===== src/rtl/cr_lz77_comp_tile_match_sel_if.sv =====
// Handshake bundle between the LZ77 compare tile, the match selector and the
// match-record consumer.
//   master : tile/consumer side (drives tile results, force_done, mr_rdy)
//   slave  : match selector (drives ms_stall and the mr_* record)
interface cr_lz77_comp_tile_match_sel_if #(
  parameter int TRUNC_NUM      = 4,
  parameter int LONGL          = 13,
  parameter int LOG_TILE_DEPTH = 7
);
  logic                              ti_vld;
  logic [TRUNC_NUM*LONGL-1:0]        ti_cl_fwd_therm;
  logic [TRUNC_NUM*LOG_TILE_DEPTH-1:0] ti_cl_offset;
  logic [3:0]                        ti_cl_len4_ind;
  logic                              cl_ti_force_done;
  logic                              ms_stall;
  logic                              mr_vld;
  logic                              mr_rdy;
  logic [LOG_TILE_DEPTH-1:0]         mr_offset;
  logic [8:0]                        mr_len;
  logic [3:0]                        mr_len4_ind;

  modport master (
    output ti_vld, ti_cl_fwd_therm, ti_cl_offset, ti_cl_len4_ind,
           cl_ti_force_done, mr_rdy,
    input  ms_stall, mr_vld, mr_offset, mr_len, mr_len4_ind
  );

  modport slave (
    input  ti_vld, ti_cl_fwd_therm, ti_cl_offset, ti_cl_len4_ind,
           cl_ti_force_done, mr_rdy,
    output ms_stall, mr_vld, mr_offset, mr_len, mr_len4_ind
  );
endinterface


===== src/rtl/cr_lz77_comp_tile_match_sel.sv =====
// LZ77 match selector. Picks the best candidate per tile beat (longest run of
// ones from bit 0, ties to smallest offset then lowest index), stitches
// saturated matches across beats, and queues {offset, len, len4} records.
// Ports:
//   clk, rst          : clock, synchronous active-high reset
//   bus (slave)       : tile results in, force_done, ms_stall out,
//                       mr_* record valid/ready out
//   err_overflow      : sticky, a record was dropped on a full FIFO
//   stat_match_cnt    : records accepted into the FIFO
//   stat_cont_cnt     : IDLE->CONT transitions
// Optional: CR_LZ77_COMP_TILE_MATCH_SEL_STATS_EN enables the two counters;
// otherwise they read 0 and no counter flops exist.
module cr_lz77_comp_tile_match_sel #(
  parameter int TRUNC_NUM      = 4,
  parameter int LONGL          = 13,
  parameter int LOG_TILE_DEPTH = 7,
  parameter int MAX_LEN        = 258,
  parameter int FIFO_DEPTH     = 4
) (
  input  logic                         clk,
  input  logic                         rst,
  cr_lz77_comp_tile_match_sel_if.slave bus,
  output logic                         err_overflow,
  output logic [15:0]                  stat_match_cnt,
  output logic [15:0]                  stat_cont_cnt
);
  localparam int NW = $clog2(LONGL + 1);
  localparam int PW = $clog2(FIFO_DEPTH);
  localparam logic [NW-1:0] LONGL_N = NW'(LONGL);
  localparam logic [8:0]    MAX_L   = 9'(MAX_LEN);
  localparam logic [PW:0]   DEPTH_C = (PW+1)'(FIFO_DEPTH);

  typedef struct packed {
    logic [LOG_TILE_DEPTH-1:0] offset;
    logic [8:0]                len;
    logic [3:0]                len4;
  } rec_t;

  typedef enum logic {IDLE, CONT} state_t;

  // per-candidate run length and offset
  logic [TRUNC_NUM-1:0][NW-1:0]             cand_n;
  logic [TRUNC_NUM-1:0][LOG_TILE_DEPTH-1:0] cand_off;
  logic                                     run;

  always_comb begin
    cand_n   = '0;
    cand_off = '0;
    run      = 1'b0;
    for (int i = 0; i < TRUNC_NUM; i++) begin
      cand_off[i] = bus.ti_cl_offset[i*LOG_TILE_DEPTH +: LOG_TILE_DEPTH];
      run = 1'b1;
      // only the contiguous run from bit 0 counts; the first 0 ends it
      for (int b = 0; b < LONGL; b++) begin
        if (run && bus.ti_cl_fwd_therm[i*LONGL + b]) cand_n[i] = cand_n[i] + 1'b1;
        else run = 1'b0;
      end
    end
  end

  // best candidate; strict compare keeps the lower index on a full tie
  logic [NW-1:0]             best_n;
  logic [LOG_TILE_DEPTH-1:0] best_off;
  logic [NW-1:0]             m;

  always_comb begin
    best_n   = cand_n[0];
    best_off = cand_off[0];
    for (int i = 1; i < TRUNC_NUM; i++) begin
      if (cand_n[i] > best_n || (cand_n[i] == best_n && cand_off[i] < best_off)) begin
        best_n   = cand_n[i];
        best_off = cand_off[i];
      end
    end
  end

  // FSM, accumulator, latched match
  state_t                    state_q, state_d;
  logic [8:0]                acc_q, acc_d, acc_sat;
  logic [9:0]                acc_wide;
  logic [NW-1:0]             m_eff;
  logic [LOG_TILE_DEPTH-1:0] lat_off_q, lat_off_d;
  logic [3:0]                lat_l4_q, lat_l4_d;
  logic                      push;
  rec_t                      push_rec;

  always_comb begin
    state_d   = state_q;
    acc_d     = acc_q;
    lat_off_d = lat_off_q;
    lat_l4_d  = lat_l4_q;
    push      = 1'b0;
    push_rec  = '0;
    // continuation length: longest candidate still on the latched offset
    m = '0;
    for (int i = 0; i < TRUNC_NUM; i++)
      if (cand_off[i] == lat_off_q && cand_n[i] > m) m = cand_n[i];
    m_eff    = bus.ti_vld ? m : '0;
    acc_wide = {1'b0, acc_q} + 10'(m_eff);
    acc_sat  = (acc_wide >= {1'b0, MAX_L}) ? MAX_L : acc_wide[8:0];
    case (state_q)
      IDLE: if (bus.ti_vld) begin
        if (best_n == LONGL_N) begin
          state_d   = CONT;
          acc_d     = 9'(LONGL);
          lat_off_d = best_off;
          lat_l4_d  = bus.ti_cl_len4_ind;
        end else if (best_n != '0) begin
          push            = 1'b1;
          push_rec.offset = best_off;
          push_rec.len    = 9'(best_n);
          push_rec.len4   = bus.ti_cl_len4_ind;
        end
      end
      CONT: begin
        if (bus.cl_ti_force_done ||
            (bus.ti_vld && !(m == LONGL_N && acc_sat < MAX_L))) begin
          push            = 1'b1;
          push_rec.offset = lat_off_q;
          push_rec.len    = acc_sat;
          push_rec.len4   = lat_l4_q;
          state_d         = IDLE;
          acc_d           = '0;
        end else if (bus.ti_vld) begin
          acc_d = acc_sat;
        end
      end
      default: state_d = IDLE;
    endcase
  end

  // record FIFO; a full FIFO still accepts a push when the head pops
  rec_t [FIFO_DEPTH-1:0] mem_q, mem_d;
  logic [PW-1:0]         wr_ptr_q, wr_ptr_d, rd_ptr_q, rd_ptr_d;
  logic [PW:0]           cnt_q, cnt_d;
  logic                  full, pop, wr_en, ovf;
  logic                  ms_stall_q, ms_stall_d;
  logic                  err_q, err_d;

  always_comb begin
    full       = (cnt_q == DEPTH_C);
    pop        = (cnt_q != '0) && bus.mr_rdy;
    wr_en      = push && (!full || pop);
    ovf        = push && full && !pop;
    mem_d      = mem_q;
    if (wr_en) mem_d[wr_ptr_q] = push_rec;
    wr_ptr_d   = wr_ptr_q + PW'(wr_en);
    rd_ptr_d   = rd_ptr_q + PW'(pop);
    cnt_d      = cnt_q + (PW+1)'(wr_en) - (PW+1)'(pop);
    // one slot of headroom for a result already in flight
    ms_stall_d = (cnt_d >= DEPTH_C - 1'b1);
    err_d      = err_q | ovf;
  end

  always_ff @(posedge clk) begin
    if (rst) begin
      state_q    <= IDLE;
      acc_q      <= '0;
      lat_off_q  <= '0;
      lat_l4_q   <= '0;
      mem_q      <= '0;
      wr_ptr_q   <= '0;
      rd_ptr_q   <= '0;
      cnt_q      <= '0;
      ms_stall_q <= 1'b0;
      err_q      <= 1'b0;
    end else begin
      state_q    <= state_d;
      acc_q      <= acc_d;
      lat_off_q  <= lat_off_d;
      lat_l4_q   <= lat_l4_d;
      mem_q      <= mem_d;
      wr_ptr_q   <= wr_ptr_d;
      rd_ptr_q   <= rd_ptr_d;
      cnt_q      <= cnt_d;
      ms_stall_q <= ms_stall_d;
      err_q      <= err_d;
    end
  end

  assign bus.mr_vld      = (cnt_q != '0);
  assign bus.mr_offset   = mem_q[rd_ptr_q].offset;
  assign bus.mr_len      = mem_q[rd_ptr_q].len;
  assign bus.mr_len4_ind = mem_q[rd_ptr_q].len4;
  assign bus.ms_stall    = ms_stall_q;
  assign err_overflow    = err_q;

`ifdef CR_LZ77_COMP_TILE_MATCH_SEL_STATS_EN
  logic [15:0] match_cnt_q, match_cnt_d, cont_cnt_q, cont_cnt_d;
  logic        cont_start;

  always_comb begin
    cont_start  = (state_q == IDLE) && (state_d == CONT);
    match_cnt_d = match_cnt_q;
    cont_cnt_d  = cont_cnt_q;
    if (wr_en && match_cnt_q != 16'hFFFF) match_cnt_d = match_cnt_q + 16'd1;
    if (cont_start && cont_cnt_q != 16'hFFFF) cont_cnt_d = cont_cnt_q + 16'd1;
  end

  always_ff @(posedge clk) begin
    if (rst) begin
      match_cnt_q <= '0;
      cont_cnt_q  <= '0;
    end else begin
      match_cnt_q <= match_cnt_d;
      cont_cnt_q  <= cont_cnt_d;
    end
  end

  assign stat_match_cnt = match_cnt_q;
  assign stat_cont_cnt  = cont_cnt_q;
`else
  assign stat_match_cnt = '0;
  assign stat_cont_cnt  = '0;
`endif
endmodule


===== src/flat_wrapper.sv =====
// flat-port wrapper written by rule: the top's interface ports become plain ports
module cr_lz77_comp_tile_match_sel_flat 
#(
  parameter int TRUNC_NUM      = 4,
  parameter int LONGL          = 13,
  parameter int LOG_TILE_DEPTH = 7,
  parameter int MAX_LEN        = 258,
  parameter int FIFO_DEPTH     = 4
)
  (clk, rst, err_overflow, stat_match_cnt, stat_cont_cnt, bus_ti_vld, bus_ti_cl_fwd_therm, bus_ti_cl_offset, bus_ti_cl_len4_ind, bus_cl_ti_force_done, bus_mr_rdy, bus_ms_stall, bus_mr_vld, bus_mr_offset, bus_mr_len, bus_mr_len4_ind);
  cr_lz77_comp_tile_match_sel_if #(.TRUNC_NUM(TRUNC_NUM), .LONGL(LONGL), .LOG_TILE_DEPTH(LOG_TILE_DEPTH)) bus_i ();
  input  logic clk;
  input  logic rst;
  output logic err_overflow;
  output logic [15:0] stat_match_cnt;
  output logic [15:0] stat_cont_cnt;
  input wire logic [$bits(bus_i.ti_vld)-1:0] bus_ti_vld;
  input wire logic [$bits(bus_i.ti_cl_fwd_therm)-1:0] bus_ti_cl_fwd_therm;
  input wire logic [$bits(bus_i.ti_cl_offset)-1:0] bus_ti_cl_offset;
  input wire logic [$bits(bus_i.ti_cl_len4_ind)-1:0] bus_ti_cl_len4_ind;
  input wire logic [$bits(bus_i.cl_ti_force_done)-1:0] bus_cl_ti_force_done;
  input wire logic [$bits(bus_i.mr_rdy)-1:0] bus_mr_rdy;
  output wire logic [$bits(bus_i.ms_stall)-1:0] bus_ms_stall;
  output wire logic [$bits(bus_i.mr_vld)-1:0] bus_mr_vld;
  output wire logic [$bits(bus_i.mr_offset)-1:0] bus_mr_offset;
  output wire logic [$bits(bus_i.mr_len)-1:0] bus_mr_len;
  output wire logic [$bits(bus_i.mr_len4_ind)-1:0] bus_mr_len4_ind;
  assign bus_i.ti_vld = bus_ti_vld;
  assign bus_i.ti_cl_fwd_therm = bus_ti_cl_fwd_therm;
  assign bus_i.ti_cl_offset = bus_ti_cl_offset;
  assign bus_i.ti_cl_len4_ind = bus_ti_cl_len4_ind;
  assign bus_i.cl_ti_force_done = bus_cl_ti_force_done;
  assign bus_i.mr_rdy = bus_mr_rdy;
  assign bus_ms_stall = bus_i.ms_stall;
  assign bus_mr_vld = bus_i.mr_vld;
  assign bus_mr_offset = bus_i.mr_offset;
  assign bus_mr_len = bus_i.mr_len;
  assign bus_mr_len4_ind = bus_i.mr_len4_ind;
  cr_lz77_comp_tile_match_sel #(.TRUNC_NUM(TRUNC_NUM), .LONGL(LONGL), .LOG_TILE_DEPTH(LOG_TILE_DEPTH), .MAX_LEN(MAX_LEN), .FIFO_DEPTH(FIFO_DEPTH)) u_core (.clk(clk), .rst(rst), .bus(bus_i), .err_overflow(err_overflow), .stat_match_cnt(stat_match_cnt), .stat_cont_cnt(stat_cont_cnt));
endmodule

===== config.mk =====
export PLATFORM = sky130hd
export DESIGN_NAME = cr_lz77_comp_tile_match_sel_flat
export DESIGN_NICKNAME = d
export VERILOG_FILES = /design/src/rtl/cr_lz77_comp_tile_match_sel_if.sv /design/src/rtl/cr_lz77_comp_tile_match_sel.sv /design/src/flat_wrapper.sv
export SDC_FILE = /design/constraint.sdc
export NUM_CORES = 1
export LEC_CHECK = 0
export BUFFER_PORTS_ARGS = -buffer_cell sky130_fd_sc_hd__buf_4
export CAP_MARGIN = 15
export CORE_UTILIZATION = 50
export CTS_CLUSTER_SIZE = 25
export DETAILED_ROUTE_END_ITERATION = 7
export PLACE_DENSITY = 0.8
export SYNTH_ARGS = -nofsm -noshare
export SYNTH_HDL_FRONTEND = slang
export SYNTH_SLANG_ARGS = --single-unit

===== constraint.sdc =====
create_clock -name clk -period 49.2 [get_ports clk]
set_input_delay 7.38 -clock clk [delete_from_list [all_inputs] [get_ports clk]]
set_output_delay 7.38 -clock clk [all_outputs]
set_load 0.05 [all_outputs]

==> flow_summary.yaml <==
worst_hold_path:
  min_path_type: "register to register"
  hold_end: "u_core.mem_q[38]"
  min_path_cells: 2
  worstHoldStart: "u_core.mem_q[38]"
power_and_ir_drop:
  combPwrFrac_pct: 49.3
  power.switching_w: 0.000141
  power.internal_w: 0.000206
  leakage_nw: 5.32
  peakVddDrop_v: 0.0000236
  switching_share_pct: 40.6
  pwr-share-seq_pct: 29.2
  p_per_area_mw_per_mm2: 27.4
  clkPwrFrac_pct: 21.5
critical_path:
  crit_fanout: 11
  reg2reg_slack_ns: 39.11
  reg2reg_depth: 45
  slowest_delay_ns: 0.65
  crit_top_cell: "ha_1"
  rr_endpoint: "u_core.bus.ms_stall"
  r2r-start: "u_core.lat_off_q[1]"
  slowest_stage: "o2111ai_1"
  cp.required_ns: 49.45
  cp-end-kind: "register"
  worst_setup_path_start_kind: "input port"
  crit_type: "input port to register"
  cp.arrival_ns: 23.27
detailed_routing:
  firstDrtPassIters: 5
  detail-route-antenna-nets: 0
  drtIter0Drc: 722
  vias: 10679
  drt-total-wl_um: 28700
  wl_per_cell_um: 16.2
  routed_via_density: 6.02
  drc: 0
die:
  die-area_mm2: 0.0236
  initial_core_util_pct: 51.0
  ios: 144
  fp.dieW_um: 154
  core_mm2: 0.0226
  num_rows: 55
  die_y_um: 154
cts:
  cts_root_buf: "clkbuf_16"
  cts.sinks: 110
  holdBufCountCts: 0
  clock_path_buffers: 2
  htree_levels: 3
  cts_made_buffers: 9
  cts_tree: "done"
  cts_setup_buffers: 0
  path_clk_slew_ns: 0.08
  insertion_delay_ns: 0.35
  cts_resized: 0
timing:
  hold_viol_final: 0
  worstMarginPinSlew_ns: 1.19
  setup_violations: 0
  relSlewSlack_pct: 20.1
  fmax_mhz: 43.4
  clock_skew_ns: 0.00947
  min_period_ns: 23.02
  setup_tns_ns: 0
  slew_violations: 0
  rsz0062_at_grt: "no"
  post-route-period-util_pct: 46.8
  setup_slack_ns: 26.18
global_route:
  grt_max_degree: 81
  top_usage_layer: "met2"
  grt_usage_pct: 24.3
  grt_pass1_vias: 10400
  grt_overflow: 0
  grtUsageMet1_pct: 30.2
  use_met3_pct: 2.59
  use_met2_pct: 43.2
  antenna_found_initial: 0
  grt_pass1_wl_um: 48200
synth:
  ys_seq_area_share_pct: 19.1
  synth_edf_count: 0
  syn_inst: 1417
  synth_xor_area_share_pct: 5.53
  syn-cell-area_mm2: 0.0115
  synth-seq-cells: 110
  muxShareOfSynthArea_pct: 17.9
  synth-simple-area-share_pct: 22.8
  synth_top_family_by_area: "simple AND/OR/NAND/NOR gates"
  ys.flop_type: "dfxtp_1"
  synth_compound_area_share_pct: 17.4
  synth_fa_ha_area_share_pct: 10.0
  ys_types: 84
  yosys_warnings: 0
  async_flop_share_pct: 0
  syn_avg_cell_area_um2: 8.12
placed_design:
  dpl_worst_slack_ns: 26.09
  dp_hpwl_um: 22300
  routabilityCongestion: 0.954
  io_buffers: 111
  placed_area_mm2: 0.0124
  dp_cells: 1757
final_layout:
  nets: 1663
  drive_gt1_share_pct: 14.3
  layout.cells.non_filler: 1773
  antenna_cells: 0
  syn2layout_area_growth_pct: 10.2
  utilization_pct: 56.1
  nFillCells: 2025
  design_area_mm2: 0.0127
outcome:
  outcome: "finished clean"
run:
  maxCapViolations: 0
## layer usage
metal  wire (um)  vias to the layer above
met4         848                        0
met3        1360                       65
met2       13800                      301
li1            -                     5223
met5           0                        -
met1       12700                     5090
## cells in the final DEF, fill, tap and decap left out, types with 17 or more instances in the layout
master and instances:
ha_1 89, and2_1 30, conb_1 32, nand2_1 164, dfxtp_1 110, mux4_2 20
mux2_2 22, nand4_1 22, nor3_1 25, nor2b_1 24, a22oi_1 23, buf_4 120
o21ai_0 56, a21oi_1 62, mux2i_1 130, xnor2_1 40, a21boi_0 18, nand2b_1 17
nor2_1 99, inv_1 70, nand3_1 32, xor2_1 30
## cells in the mapped netlist (6+ instances only)
cell	number	area share, %
nand4_1	22	1.2
and3_1	13	0.71
nand3_1	32	1.4
o2111ai_1	9	0.69
inv_1	70	2.3
and2_1	30	1.6
and4_1	14	1.1
a21bo_2	9	0.78
ha_1	89	9.7
nand2b_1	17	0.92
buf_4	36	2.3
nor4_1	9	0.49
mux2i_1	130	11
a211oi_1	9	0.59
or3_1	7	0.38
dfxtp_1	110	19
o211ai_1	8	0.52
xnor2_1	40	3.0
nand3b_1	12	0.78
a21oi_1	62	2.7
a21boi_0	18	1.2
o21ai_0	56	2.4
nor2b_1	24	1.3
nor3_1	25	1.1
xor2_1	30	2.3
a31oi_1	12	0.65
nand2_1	164	5.4
buf_2	16	0.70
a21o_1	12	0.78
nor2_1	99	3.2
a22oi_1	23	1.5
nor4b_1	7	0.53
and3b_1	6	0.46
o21a_1	11	0.72
mux2_2	22	2.2
mux4_2	20	3.9
clkbuf_1	39	1.3
## kinds of logic (layout without fill, tap and decap cells)
kind of cell               count (synthesis)  in the layout
AOI/OAI and AO/OA                        292            292
xor gates and xnor gates                  71             71
adders and majority gates                 91             91
buffers and inverters                    168            208
DFF                                      110            110
muxes                                    176            176
other                                      1             32
and+or+nand+nor                          508            508
## worst max-delay path by stage
stage	start	to	slack [ns]	depth (start not counted)
after floorplan	bus_ti_cl_fwd_therm[15]	u_core.bus.ms_stall	28.13	80
after detailed placement	bus_ti_cl_fwd_therm[0]	u_core.bus.ms_stall	26.09	81
after CTS	bus_ti_cl_fwd_therm[0]	u_core.bus.ms_stall	26.41	81
after global placement	bus_ti_cl_fwd_therm[0]	u_core.bus.ms_stall	26.79	79
after global routing	bus_ti_cl_fwd_therm[0]	u_core.bus.ms_stall	24.72	81
final	bus_ti_cl_fwd_therm[13]	u_core.bus.ms_stall	26.18	78
## stage by stage
stage / power (W) / hold slack [ns]
after floorplan: 0.000233 / 0.432
after global placement: 0.000269 / 0.439
after detailed placement: 0.000273 / 0.447
after CTS: 0.000348 / 0.459
after global routing: 0.000367 / 0.471
final: 0.000347 / 0.459
## worst max-delay path, delay by kind of cell
kind                       cells  cell delay [ns]
AOI/OAI and AO/OA             25             5.57
adders and majority gates     16             4.76
and+or+nand+nor               24             2.94
muxes                          6             1.54
xor gates and xnor gates       3             0.60
buffers and inverters          4             0.44
## flip-flops by register name (all words and copies together), names as in the netlist
signal and count:
u_core.lat_off_q 7, u_core.rd_ptr_q 2, u_core.bus.ms_stall 1, u_core.cnt_q 3
u_core.err_overflow 1, u_core.lat_l4_q 4, u_core.acc_q 9, u_core.mem_q 80
u_core.wr_ptr_q 2, u_core.state_q 1
## power groups by stage
stage | Clock, W | Sequential, W | Combinational, W
2_1_floorplan | 0 | 0.000102 | 0.000131
3_3_place_gp | 0 | 0.000103 | 0.000166
3_5_place_dp | 0 | 0.000103 | 0.000170
4_1_cts | 0.0000760 | 0.000101 | 0.000171
5_1_grt | 0.0000794 | 0.000102 | 0.000185
6_report | 0.0000747 | 0.000101 | 0.000171
## area by class of cell
type | count | area [um2] | share of cell area [%]
clock buffers | 10 | 229 | 1.81
clock inverters | 6 | 76.3 | 0.602
inverters | 72 | 270 | 2.13
multi-input cells | 1170 | 8640 | 68.2
flip-flops and latches | 110 | 2200 | 17.4
well taps | 285 | 357 | 2.81
repair buffers | 120 | 901 | 7.11
(Power assumes the default switching activity.)
